[config.mk]
export PLATFORM = sky130hd
export DESIGN_NAME = qdec_bin_arbiter
export DESIGN_NICKNAME = d
export VERILOG_FILES = /design/src/rtl/qdec_bin_arbiter_pkg.sv /design/src/rtl/qdec_rr_pick.sv /design/src/rtl/qdec_bin_arbiter.sv
export SDC_FILE = /design/constraint.sdc
export NUM_CORES = 1
export LEC_CHECK = 0
export CAP_MARGIN = 25
export CORE_ASPECT_RATIO = 1.2
export CORE_MARGIN = 2
export CORE_UTILIZATION = 49
export DETAILED_ROUTE_END_ITERATION = 10
export PLACE_DENSITY_LB_ADDON = 0.25
export SYNTH_ARGS = -nofsm -noshare
export SYNTH_HDL_FRONTEND = slang
export SYNTH_SLANG_ARGS = --single-unit
[constraint.sdc]
create_clock -name clk -period 3.2 [get_ports clk]
set_input_delay 0.32 -clock clk [delete_from_list [all_inputs] [get_ports clk]]
set_output_delay 0.32 -clock clk [all_outputs]
set_load 0.1 [all_outputs]
[src/rtl/qdec_bin_arbiter_pkg.sv]
// Shared types and requester indices for the CABAC bin arbiter.
package qdec_cabac_package;

    typedef enum logic [1:0] {
        IDLE_BARB     = 2'd0,
        WAIT_BIN_BARB = 2'd1,
        DRAIN_BARB    = 2'd2
    } t_state_bin_arb;

    // Requester slot assignment of the syntax sub-FSMs
    localparam int REQ_CU    = 0;
    localparam int REQ_TRAFO = 1;
    localparam int REQ_TU    = 2;

endpackage

[src/rtl/qdec_rr_pick.sv]
// Combinational round-robin picker: first set pend bit at or after rr_ptr, wrapping.
module qdec_rr_pick #(
    parameter int NUM_REQ = 3,
    parameter int IDX_W   = 2
) (
    input  logic [NUM_REQ-1:0] pend,
    input  logic [IDX_W-1:0]   rr_ptr,
    output logic               found,
    output logic [IDX_W-1:0]   idx
);

    // Scan the pending vector starting at rr_ptr and stop at the first hit
    always_comb begin : p_pick
        int j;
        found = 1'b0;
        idx   = '0;
        j     = 0;
        for (int k = 0; k < NUM_REQ; k++) begin
            j = int'(rr_ptr) + k;
            if (j >= NUM_REQ) begin
                j = j - NUM_REQ;
            end
            if (!found && pend[j]) begin
                found = 1'b1;
                idx   = IDX_W'(j);
            end
        end
    end

endmodule

[src/rtl/qdec_bin_arbiter.sv]
// Shares one CABAC bin decoding engine between several syntax sub-FSMs.
// Requests are captured as pulses, granted round-robin, and the decoded bin
// is routed back only to the requester that owns the outstanding decode.
module qdec_bin_arbiter
    import qdec_cabac_package::*;
#(
    parameter int NUM_REQ = 3,
    parameter int ADDR_W  = 10
) (
    input  logic                      clk,
    input  logic                      rst,
    input  logic [NUM_REQ-1:0]        req_run,
    input  logic [NUM_REQ*ADDR_W-1:0] req_ctx_addr,
    input  logic [NUM_REQ-1:0]        req_ep,
    input  logic                      flush,
    output logic [ADDR_W-1:0]         ctx_addr,
    output logic                      ctx_addr_vld,
    output logic                      dec_run,
    output logic                      EPMode,
    input  logic                      dec_rdy,
    input  logic                      ruiBin,
    input  logic                      ruiBin_vld,
    output logic                      bin_out,
    output logic [NUM_REQ-1:0]        bin_vld,
    output logic                      busy,
    output logic                      err_overflow,
    output logic                      err_spurious
);

    localparam int IDX_W = (NUM_REQ > 1) ? $clog2(NUM_REQ) : 1;

    t_state_bin_arb     r_state;
    logic [NUM_REQ-1:0] r_pend;
    logic [ADDR_W-1:0]  r_addr [NUM_REQ];
    logic [NUM_REQ-1:0] r_ep;
    logic [IDX_W-1:0]   r_owner;
    logic [IDX_W-1:0]   r_rr_ptr;

    logic               w_found;
    logic [IDX_W-1:0]   w_pick;
    logic [NUM_REQ-1:0] w_clr;
    logic [NUM_REQ-1:0] w_take;

    function automatic logic [NUM_REQ-1:0] f_onehot(input logic [IDX_W-1:0] idx);
        f_onehot      = '0;
        f_onehot[idx] = 1'b1;
    endfunction

    qdec_rr_pick #(
        .NUM_REQ (NUM_REQ),
        .IDX_W   (IDX_W)
    ) u_rr_pick (
        .pend   (r_pend),
        .rr_ptr (r_rr_ptr),
        .found  (w_found),
        .idx    (w_pick)
    );

    // Pending bits cleared this cycle: all on flush, else the owner on bin return
    always_comb begin
        w_clr = '0;
        if (flush) begin
            w_clr = '1;
        end else if (r_state == WAIT_BIN_BARB && ruiBin_vld) begin
            w_clr[r_owner] = 1'b1;
        end
    end

    // A request is accepted unless its slot is still occupied and not being freed
    always_comb begin
        w_take = req_run & ~(r_pend & ~w_clr);
    end

    // Pending flags and overflow detection; a new request beats a same-cycle clear
    always_ff @(posedge clk) begin
        if (rst) begin
            r_pend       <= '0;
            err_overflow <= 1'b0;
        end else begin
            for (int i = 0; i < NUM_REQ; i++) begin
                if (w_take[i]) begin
                    r_pend[i] <= 1'b1;
                end else if (req_run[i]) begin
                    err_overflow <= 1'b1;
                end else if (w_clr[i]) begin
                    r_pend[i] <= 1'b0;
                end
            end
        end
    end

    // Per-requester context address and EP flag, latched only on accepted requests
    always_ff @(posedge clk) begin
        for (int i = 0; i < NUM_REQ; i++) begin
            if (w_take[i]) begin
                r_addr[i] <= req_ctx_addr[i*ADDR_W +: ADDR_W];
                r_ep[i]   <= req_ep[i];
            end
        end
    end

    // Grant FSM: issue to the engine, wait for the bin, route it or drain it
    always_ff @(posedge clk) begin
        if (rst) begin
            r_state      <= IDLE_BARB;
            r_owner      <= '0;
            r_rr_ptr     <= '0;
            dec_run      <= 1'b0;
            ctx_addr_vld <= 1'b0;
            ctx_addr     <= '0;
            EPMode       <= 1'b0;
            bin_out      <= 1'b0;
            bin_vld      <= '0;
            err_spurious <= 1'b0;
        end else begin
            dec_run      <= 1'b0;
            ctx_addr_vld <= 1'b0;
            bin_vld      <= '0;
            case (r_state)
                IDLE_BARB: begin
                    if (ruiBin_vld) begin
                        err_spurious <= 1'b1;
                    end
                    if (!flush && w_found && dec_rdy) begin
                        r_owner      <= w_pick;
                        dec_run      <= 1'b1;
                        ctx_addr_vld <= 1'b1;
                        ctx_addr     <= r_addr[w_pick];
                        EPMode       <= r_ep[w_pick];
                        r_state      <= WAIT_BIN_BARB;
                    end
                end
                WAIT_BIN_BARB: begin
                    if (ruiBin_vld) begin
                        bin_out  <= ruiBin;
                        bin_vld  <= f_onehot(r_owner);
                        r_rr_ptr <= (r_owner == IDX_W'(NUM_REQ - 1)) ? '0 : r_owner + IDX_W'(1);
                        r_state  <= IDLE_BARB;
                    end else if (flush) begin
                        r_state <= DRAIN_BARB;
                    end
                end
                DRAIN_BARB: begin
                    if (ruiBin_vld) begin
                        r_state <= IDLE_BARB;
                    end
                end
                default: r_state <= IDLE_BARB;
            endcase
        end
    end

    assign busy = (|r_pend) || (r_state != IDLE_BARB);

endmodule

Word-level counts from Yosys, hierarchy flattened:

Memory sizes are Yosys's and may differ from the RTL's. A register that Yosys moved wholly into a read port is not among the register bits.
Index checks and enable logic that the tools add are counted.

* RAM bits: 30
* output and inout bits: 20
* ROM bits: 0
* latch bits: 0
* word-level logic and storage cells: 124
* bits in registers: 20
* memories kept: 1
* input bits: 42

* multipliers: 0
* add/subtract/negate cells: 6
* divide/modulo/power cells: 0
* equality and inequality tests: 9
* order comparisons: 9
* bitwise gates (word level): 7
* shift-type cells: 0
* reduce and logical (&&, ||, !) cells: 25
* multiplexer cells: 52

Memories
* r_addr: words 3, width 10, rd ports 1, clocked after memory_dff 1, wr ports 3, line qdec_bin_arbiter.sv:34 `logic [ADDR_W-1:0] r_addr [NUM_REQ];`

Operator list (number)
* less-than comparator 32 x 4 -> 1 bit, second input constant: 3
* two-way mux 32 bit: 3
* >= comparator 32 x 3 -> 1 bit, second input constant: 2
* subtractor 32 x 3 -> 32 bit, second input constant: 2
* two-way mux 1 bit: 33
* two-way mux 2 bit: 8
* AND reduction 2 bit: 6
* binary-select mux 1 bit (select 2 bit): 4
* nonzero test 2 bit: 4
* AND 3 bit: 2
* logical AND 1 bit: 6
* less-than comparator 2 x 3 -> 1 bit, second input constant: 2
* two-way mux 3 bit: 2
* inequality test 2 x 1 -> 1 bit, second input constant: 3
* NOT 3 bit: 2
* one-hot mux 2 bit (3 select lines): 1
* OR reduction 3 bit: 2
* equality test 2 bit, second input constant: 2
* inequality test 2 bit, second input constant: 2
* adder 2 x 1 -> 3 bit, second input constant: 1
* adder 2 x 2 -> 3 bit, second input constant: 1
* zero test 1 bit: 3
* inequality test 3 bit, second input constant: 1
* NOT 1 bit: 3
* 10 further kinds: 10

Depth between registers and ports, before layout:

* word-level depth: 16
* mapped depth: 10
* mapped depth without buffers: 8

Modules after synthesis:

Synthesis repeated with hierarchy kept, for this count alone.

* cell total of the unflattened synthesis: 209
* area, all modules: 2496.1 µm²

Modules (own cells, without submodules)
* qdec_bin_arbiter: cells each 177, times used 1, seq. area each 1531.5 µm², area each 2244.7 µm²
* qdec_rr_pick: cells each 32, times used 1, seq. area each 0.0 µm², area each 251.5 µm²

Worst setup path before layout:

No wires, ideal clock.

* path type: register to register
* from: reg r_rr_ptr[0]
* to: reg ctx_addr[0] (read register of r_addr)
* data arrival time: 2.224 ns
* path buffers: 2
* stages on the path, launching flop included: 11
* period minus slack after synthesis: 2.355 ns
* setup slack: 0.845 ns
* required time: 3.068 ns
* library setup time: 0.132 ns
* cell sequence: dfxtp_1 > inv_1 > ha_1 > clkbuf_1 > a21oi_1 > o22ai_1 > a21oi_1 > a2111oi_2 > buf_2 > mux2i_1 > o22ai_1

* longest elaborated chain between the ends: 15
* elaborated cells on any way between the ends: 33
* those cells by class: add/sub: 5; order compare: 3; mux: 18; reduce/logical: 7

RTL lines
* start: declaration: line qdec_bin_arbiter.sv:37 `logic [IDX_W-1:0] r_rr_ptr;`
* start signal: assignment: line qdec_bin_arbiter.sv:137 `r_rr_ptr <= (r_owner == IDX_W'(NUM_REQ - 1)) ? '0 : r_owner + IDX_W'(1);`
* branches (longest 15 deep; another with subtractor 32 x 3 -> 32 bit)
* end: declaration: line qdec_bin_arbiter.sv:16 `output logic [ADDR_W-1:0] ctx_addr,`

Several ways; the timed one is not identified. The select of a mux whose other input is x is not followed.
A chain may end at the register's enable or synchronous reset.

Final worst setup path:

* from: in flush
* to: reg ctx_addr[3] (read register of r_addr)

* longest elaborated chain between the ends: 4

RTL lines
* start: declaration: line qdec_bin_arbiter.sv:15 `input logic flush,`
* zero test 1 bit: line qdec_bin_arbiter.sv:124 `if (!flush && w_found && dec_rdy) begin`
* logical AND 1 bit (2 in series): line qdec_bin_arbiter.sv:124
* AND reduction 2 bit (no source line)

No other way between the ends.

==> results summary <==
The maximum buffer depth of the clock tree came out at 2. The initial antenna violation count came out at 0. The sequential fraction of the synthesis area came out at 61.60%. The number of antenna diodes in the final layout is 0. Timing would allow up to 398.6 MHz. The final count of hold timing violations is 0.

On the final layout, the worst clock skew is 0.007609 ns. The total routing resource utilization after global routing came out at 19.67%. The worst setup path is captured at a flop. The routed wire length on met2 came out at 2656 um. The number of search-and-repair iterations in the first detailed-routing pass is 5. The post-layout minimum cycle time is 2.509 ns. The post-synthesis cell area is 0.002486 mm^2. The worst hold path begins at bin_out$_SDFFE_PP0N_. The number of max-slew violations in the final report is 0. The arrival time at the worst endpoint is 2.71 ns.

TritonCTS built the clock tree. The synthesized instance count came out at 206. The register clock-pin slew on the reported worst setup and hold paths is 0.07 ns. The total via count in the routed design came out at 1782. In this run the register-to-register setup slack is 0.71 ns.

STA classifies the critical path startpoint as an input pin. Entering global routing, the biggest net connects 16 pins. The overall overflow remaining after global route came out at 0. The port buffer count is 61.

The synthesized flop and latch total is 60. Leaving out fill and tap cells, the most frequent cells in the layout are clkdlybuf4s50_1, edfxtp_1, dfxtp_1. For this configuration, the core starts out at a cell density of 50.69%. The leakage power summed over all cells came out at 1.273 nW. The capturing point of the worst reg2reg path is ctx_addr[3]$_SDFFE_PP0P_. The average vias per placed instance is 5.288. The routed wirelength normalized by instance count came out at 15.15 um. Walking the worst path, the cells encountered are clkdlybuf4s50_1, or4b_1, or3_4, o21ai_4, buf_4, and2b_1, a31oi_1, o22ai_1. For this run, the post-layout net count is 318.

The setup path with the least slack is of type input pin to flop. The worst endpoint required time came out at 3.40 ns. The flow ran to the end, and the final reports show no timing, DRC or antenna violations.

For this run, design rule violations remaining after detail routing come to 0. The net switching power came out at 0.5051 mW. The pin slew with the least headroom to its limit came out at 0.9742 ns. The cell-internal power came out at 1.517 mW. The layout overhead on the synthesized area is 37.09%.

The routability congestion estimate from global placement came out at 0.8544. The count of cell types in the netlist is 35. The later pin in the worst-skew pair is clocked with a latency of 0.33 ns. In this run the clock root is driven by a clkbuf_8. Yosys printed 0 warnings.

The sink of the worst hold path is bin_out$_SDFFE_PP0N_. The biggest cell delay along the critical path came out at 0.53 ns. The cell depth of the worst hold path is 2.

The master of the slowest instance on the critical path is or4b_1. Leaving out fill and tap cells, the most frequent cell in the layout is clkdlybuf4s50_1. The worst IR drop on VDD is 0.3610 mV. The die covers 0.005662 mm^2.

The quantity of gates resized following cts came out at 0. Across the run, the number of max-cap violations was 0. The number of core rows is 28. The number of nets in the synthesized netlist is 251. The number of antenna-violating nets in the routed design is 0. The worst register-to-register path begins at r_rr_ptr[0]$_SDFFE_PP0N_.

The maximum net fanout on the critical path is 15. The floorplan step defined a core boundary enclosing 0.004905 mm^2. The wire length on met1 came out at 2120 um.

The number of placed instances with taps included came out at 322. The via count of the first global-routing pass came out at 1865. Setup repair after global routing left no endpoint under its margin.

The placed wire-length estimate came out at 3719 um. Of the total power, registers draw 43.6%. The switching part of the total came out at 24.97%. The fraction of final layout cells with drive strength greater than 1 is 10.47%.

The sum of met3 wire segment lengths after detailed routing came out at 236 um. The worst hold path belongs to the class flop to flop. The average size of a mapped cell came out at 12.07 um^2. The iteration-0 DRC count of the detailed router is 85. The level count of the clock H-tree came out at 3. On the critical path the largest part of the delay comes from simple AND/OR/NAND/NOR gates.

The total wire length came out at 5106 um. The number of hold buffers added after CTS was 0. The clock net sink count came out at 60.

In this run the vertical extent of the chip is 82.03 um. The aggregate negative setup slack came out at 0 ns. The share of total power in combinational logic came out at 16.2%.

The post-CTS setup-driven buffer insertion count came out at 0. The power per unit of standard cell area came out at 593.4 mW/mm^2. The clock power share is 40.2%. The I/O pin total came out at 62.

In this run the tightest slew margin relative to its limit is 34.85%. The number of buffers created by CTS is 9. The post-route non-filler standard cell count came out at 337. The highest metal layer carrying signal wires in the routed design is met4. The part of the cycle the worst path needs is 78.41%. In this run the horizontal extent of the chip is 69.03 um.

The number of buffers and inverters on the critical path is 2. The first global-routing pass estimated 8507 um of wire. The final-report setup violation count came out at 0. The depth of the worst register-to-register path came out at 9.
==> through the flow <==
| stage | setup WS [ns] | area [um^2] | utilization, % | power (mW) | hold WS, ns |
|---|---|---|---|---|---|
| 6_report | 0.6909 | 3408 | 69.49 | 2.022 | 0.4742 |
| 5_1_grt | 0.4849 | 3408 | 69.49 | 2.095 | 0.5229 |
| 4_1_cts | 0.7160 | 3408 | 69.49 | 2.039 | 0.4732 |
| 3_5_place_dp | 0.3783 | 3171 | 64.64 | 1.226 | 0.4637 |
| 3_3_place_gp | 0.4202 | 3171 | 64.64 | 1.223 | 0.4513 |
| 2_1_floorplan | 0.8445 | 2486 | - | 1.110 | 0.3961 |
==> area by class of cell <==
| class | count | area (um^2) |
|---|---|---|
| sequential | 60 | 1531 |
| fill | 371 | 1496 |
| multi-input combinational | 127 | 877.1 |
| timing repair buffer | 68 | 660.6 |
| clock buffer | 10 | 137.6 |
| clock inverter | 5 | 100.1 |
| tap | 60 | 75.07 |
| inverter | 7 | 26.28 |
==> worst max path at each step <==
| stage | startpoint | endpoint | depth (start not counted) |
|---|---|---|---|
| finish | flush | ctx_addr[3]$_SDFFE_PP0P_ | 8 |
| global route | r_rr_ptr[0]$_SDFFE_PP0N_ | ctx_addr[3]$_SDFFE_PP0P_ | 9 |
| CTS | flush | ctx_addr[3]$_SDFFE_PP0P_ | 8 |
| floorplan | r_rr_ptr[0]$_SDFFE_PP0N_ | ctx_addr[0]$_SDFFE_PP0P_ | 10 |
| detailed placement | flush | ctx_addr[3]$_SDFFE_PP0P_ | 8 |
| global placement | flush | ctx_addr[3]$_SDFFE_PP0P_ | 8 |
==> routing by layer <==
layer | track usage, % | vias to the layer above
met2 | 34.71 | 48
met3 | 5.890 | 9
met1 | 22.00 | 831
met5 | 0 | -
li1 | - | 894
met4 | 9.412 | 0
==> state kept, by name, summed over array words and instances, names as in the netlist <==
signal and count:
r_addr 30, ctx_addr 10, bin_vld 3, r_ep 3, r_pend 3, r_owner 2, r_rr_ptr 2, r_state 2
EPMode 1, bin_out 1, dec_run 1, err_overflow 1, err_spurious 1
==> synth_stat cells <==
master | count | area, um^2
a2111oi_2 | 1 | 15.01
a21o_1 | 3 | 22.52
a21oi_1 | 8 | 40.04
a22oi_1 | 1 | 7.510
a311o_1 | 2 | 20.02
a311o_2 | 1 | 11.26
a31oi_1 | 11 | 68.82
and2_1 | 1 | 6.260
and2b_1 | 9 | 67.56
and3b_1 | 2 | 17.52
buf_2 | 3 | 15.01
buf_4 | 2 | 15.01
buf_6 | 1 | 11.26
clkbuf_1 | 6 | 22.52
dfxtp_1 | 27 | 540.5
edfxtp_1 | 33 | 991.0
ha_1 | 3 | 37.54
inv_1 | 7 | 26.28
mux2_2 | 2 | 22.52
mux2i_1 | 16 | 160.2
nand2_1 | 7 | 26.28
nand2b_1 | 6 | 37.54
nand3_1 | 2 | 10.01
nand3b_1 | 1 | 7.510
nor2_1 | 18 | 67.56
nor2b_1 | 4 | 25.02
nor3_1 | 5 | 25.02
nor3b_1 | 1 | 7.510
nor4_1 | 4 | 25.02
o21ai_0 | 3 | 15.01
o21ai_4 | 1 | 16.27
o221ai_1 | 1 | 8.760
o22ai_1 | 12 | 75.07
or3_4 | 1 | 11.26
or4b_1 | 1 | 10.01
==> logic make-up after synthesis <==
| logic type | share of synthesized area (%) |
|---|---|
| and+or+nand+nor | 13.84 |
| muxes | 7.348 |
| AOI/OAI and AO/OA | 12.08 |
| DFF | 61.60 |
| buffers and inverters | 3.623 |
| adders and majority gates | 1.510 |
==> worst min-delay path, stage by stage, from the launching register on <==
cell and delay (ns):
dfxtp_1 0.31, nand2_1 0.06, a21oi_1 0.06
==> power by group through the flow <==
stage	clock network (mW)	registers [mW]	logic, mW
2_1_floorplan	0	0.989	0.121
3_3_place_gp	0	0.898	0.325
3_5_place_dp	0	0.898	0.328
4_1_cts	0.828	0.882	0.329
5_1_grt	0.861	0.886	0.348
6_report	0.814	0.882	0.327
Power figures use the tool's default switching activity.
==> variant: new RTL, config.mk and constraints unchanged <==
The 3 states of `t_state_bin_arb` get a one-hot encoding in 3 bits.
--- a/src/rtl/qdec_bin_arbiter_pkg.sv
+++ b/src/rtl/qdec_bin_arbiter_pkg.sv
@@ -3,6 +3,6 @@
 
-    typedef enum logic [1:0] {
-        IDLE_BARB     = 2'd0,
-        WAIT_BIN_BARB = 2'd1,
-        DRAIN_BARB    = 2'd2
+    typedef enum logic [2:0] {
+        IDLE_BARB     = 3'b001,
+        WAIT_BIN_BARB = 3'b010,
+        DRAIN_BARB    = 3'b100
     } t_state_bin_arb;
Function: same outputs for any inputs over 4 cycles, from zero or initial values and one cycle with rst high; so few cycles prove little.
==> variant against the original RTL <==
Combinational power is 18% lower; critical path type is now reg -> reg; non-clock buffer count fell by 1; critical endpoint is now ctx_addr[5]; die area rose by 1.2%; final area shrank 0.48%; clock skew decreased by 2.0 ps; worst setup slack improved by 46 ps; sequential cell count increased by 1; power down 7.4%; global-route usage decreased by 0.48 points; routed wire length shrank 1.2%; largest cell class unchanged; area after synthesis increased by 1.3%.
==> variant: results <==
set metrics [dict create \
    place_ws_ps 634 \
    synthAdderAreaFrac_pct 1.79 \
    grt_pass1_vias 1675 \
    inverters 9 \
    grt_max_degree 22 \
    finalWirelength_um 5040 \
    synth_compound_gate_area_share_pct 11.4 \
    final_nets 303 \
    grt_use_met2_pct 33.7 \
    cp-endpoint "ctx_addr[5]" \
    synthTopCellsByCount "edfxtp_1 (33), dfxtp_1 (28), mux2i_1 (12), nand2b_1 (12)" \
    rrSetupSlack_ps 740 \
    yosys-top-cells-area "edfxtp_1 (39%), dfxtp_1 (22%), o221ai_2 (5.4%)" \
    vias_per_cell 5.40 \
    r2r-end "ctx_addr[5]" \
    postSynthAreaPerCell_um2 13.1 \
    signal_buffers 67 \
    irDropWorstVdd_v 0.000377 \
    fill_cells 380 \
    critPathKind "reg -> reg" \
    multi_input_area_share_pct 25.7 \
    status "finished, final reports clean" \
    cp_max_fo 11 \
    p_leak_nw 1.23 \
    place.gp.congestion 0.843 \
    r2r_start "r_rr_ptr[0]" \
]
## variant: changes by cell type after synthesis, sizes merged, moves of 4 or more
cell,before,now
nand4b,0,11
a31oi,11,0
and2b,9,0
nand2b,6,12
nor2,18,11
o22ai,12,0
mux2i,16,12
o221ai,1,12
## variant: worst max-delay path, stage by stage (launching register included)
cell	delay, ps
dfxtp_1	360
inv_1	50
ha_1	380
nor4_1	80
or4b_4	510
nor4_4	320
buf_4	230
nand2_2	210
o221ai_2	250
## variant: per-layer routing
metal | wire, µm | share of wire (%)
met1 | 2090 | 42
met2 | 2630 | 52
met3 | 234 | 4.6
met4 | 80 | 1.6
met5 | 0 | 0
## variant: where the power goes
group          leakage (nW)  switching (mW)  internal [mW]
clock                 0.107           0.283          0.435
sequential            0.547          0.0176          0.870
combinational         0.578           0.164          0.103
total                  1.23           0.465           1.41
## variant: stage by stage
| step | util [%] | power (mW) |
|---|---|---|
| after global placement | 64.5 | 1.17 |
| final | 68.7 | 1.87 |
| after detailed placement | 64.5 | 1.17 |
| after CTS | 68.7 | 1.90 |
| after floorplan | - | 1.07 |
| after global routing | 68.7 | 1.94 |
## variant: kinds of logic (layout without fill, tap and decap cells)
| family | Yosys count | count (layout) |
|---|---|---|
| AOI/OAI and AO/OA | 30 | 30 |
| adders and majority gates | 4 | 4 |
| buffers and inverters | 20 | 92 |
| DFF | 61 | 61 |
| muxes | 14 | 14 |
| and+or+nand+nor | 63 | 63 |
## variant: worst min path at each step
stage | endpoint | slack (ps) | cells after the start
after floorplan | r_state[2] | 400 | 1
after global placement | bin_out | 450 | 2
after detailed placement | bin_out | 450 | 2
after CTS | bin_out | 470 | 2
after global routing | bin_out | 510 | 2
final | bin_out | 460 | 2
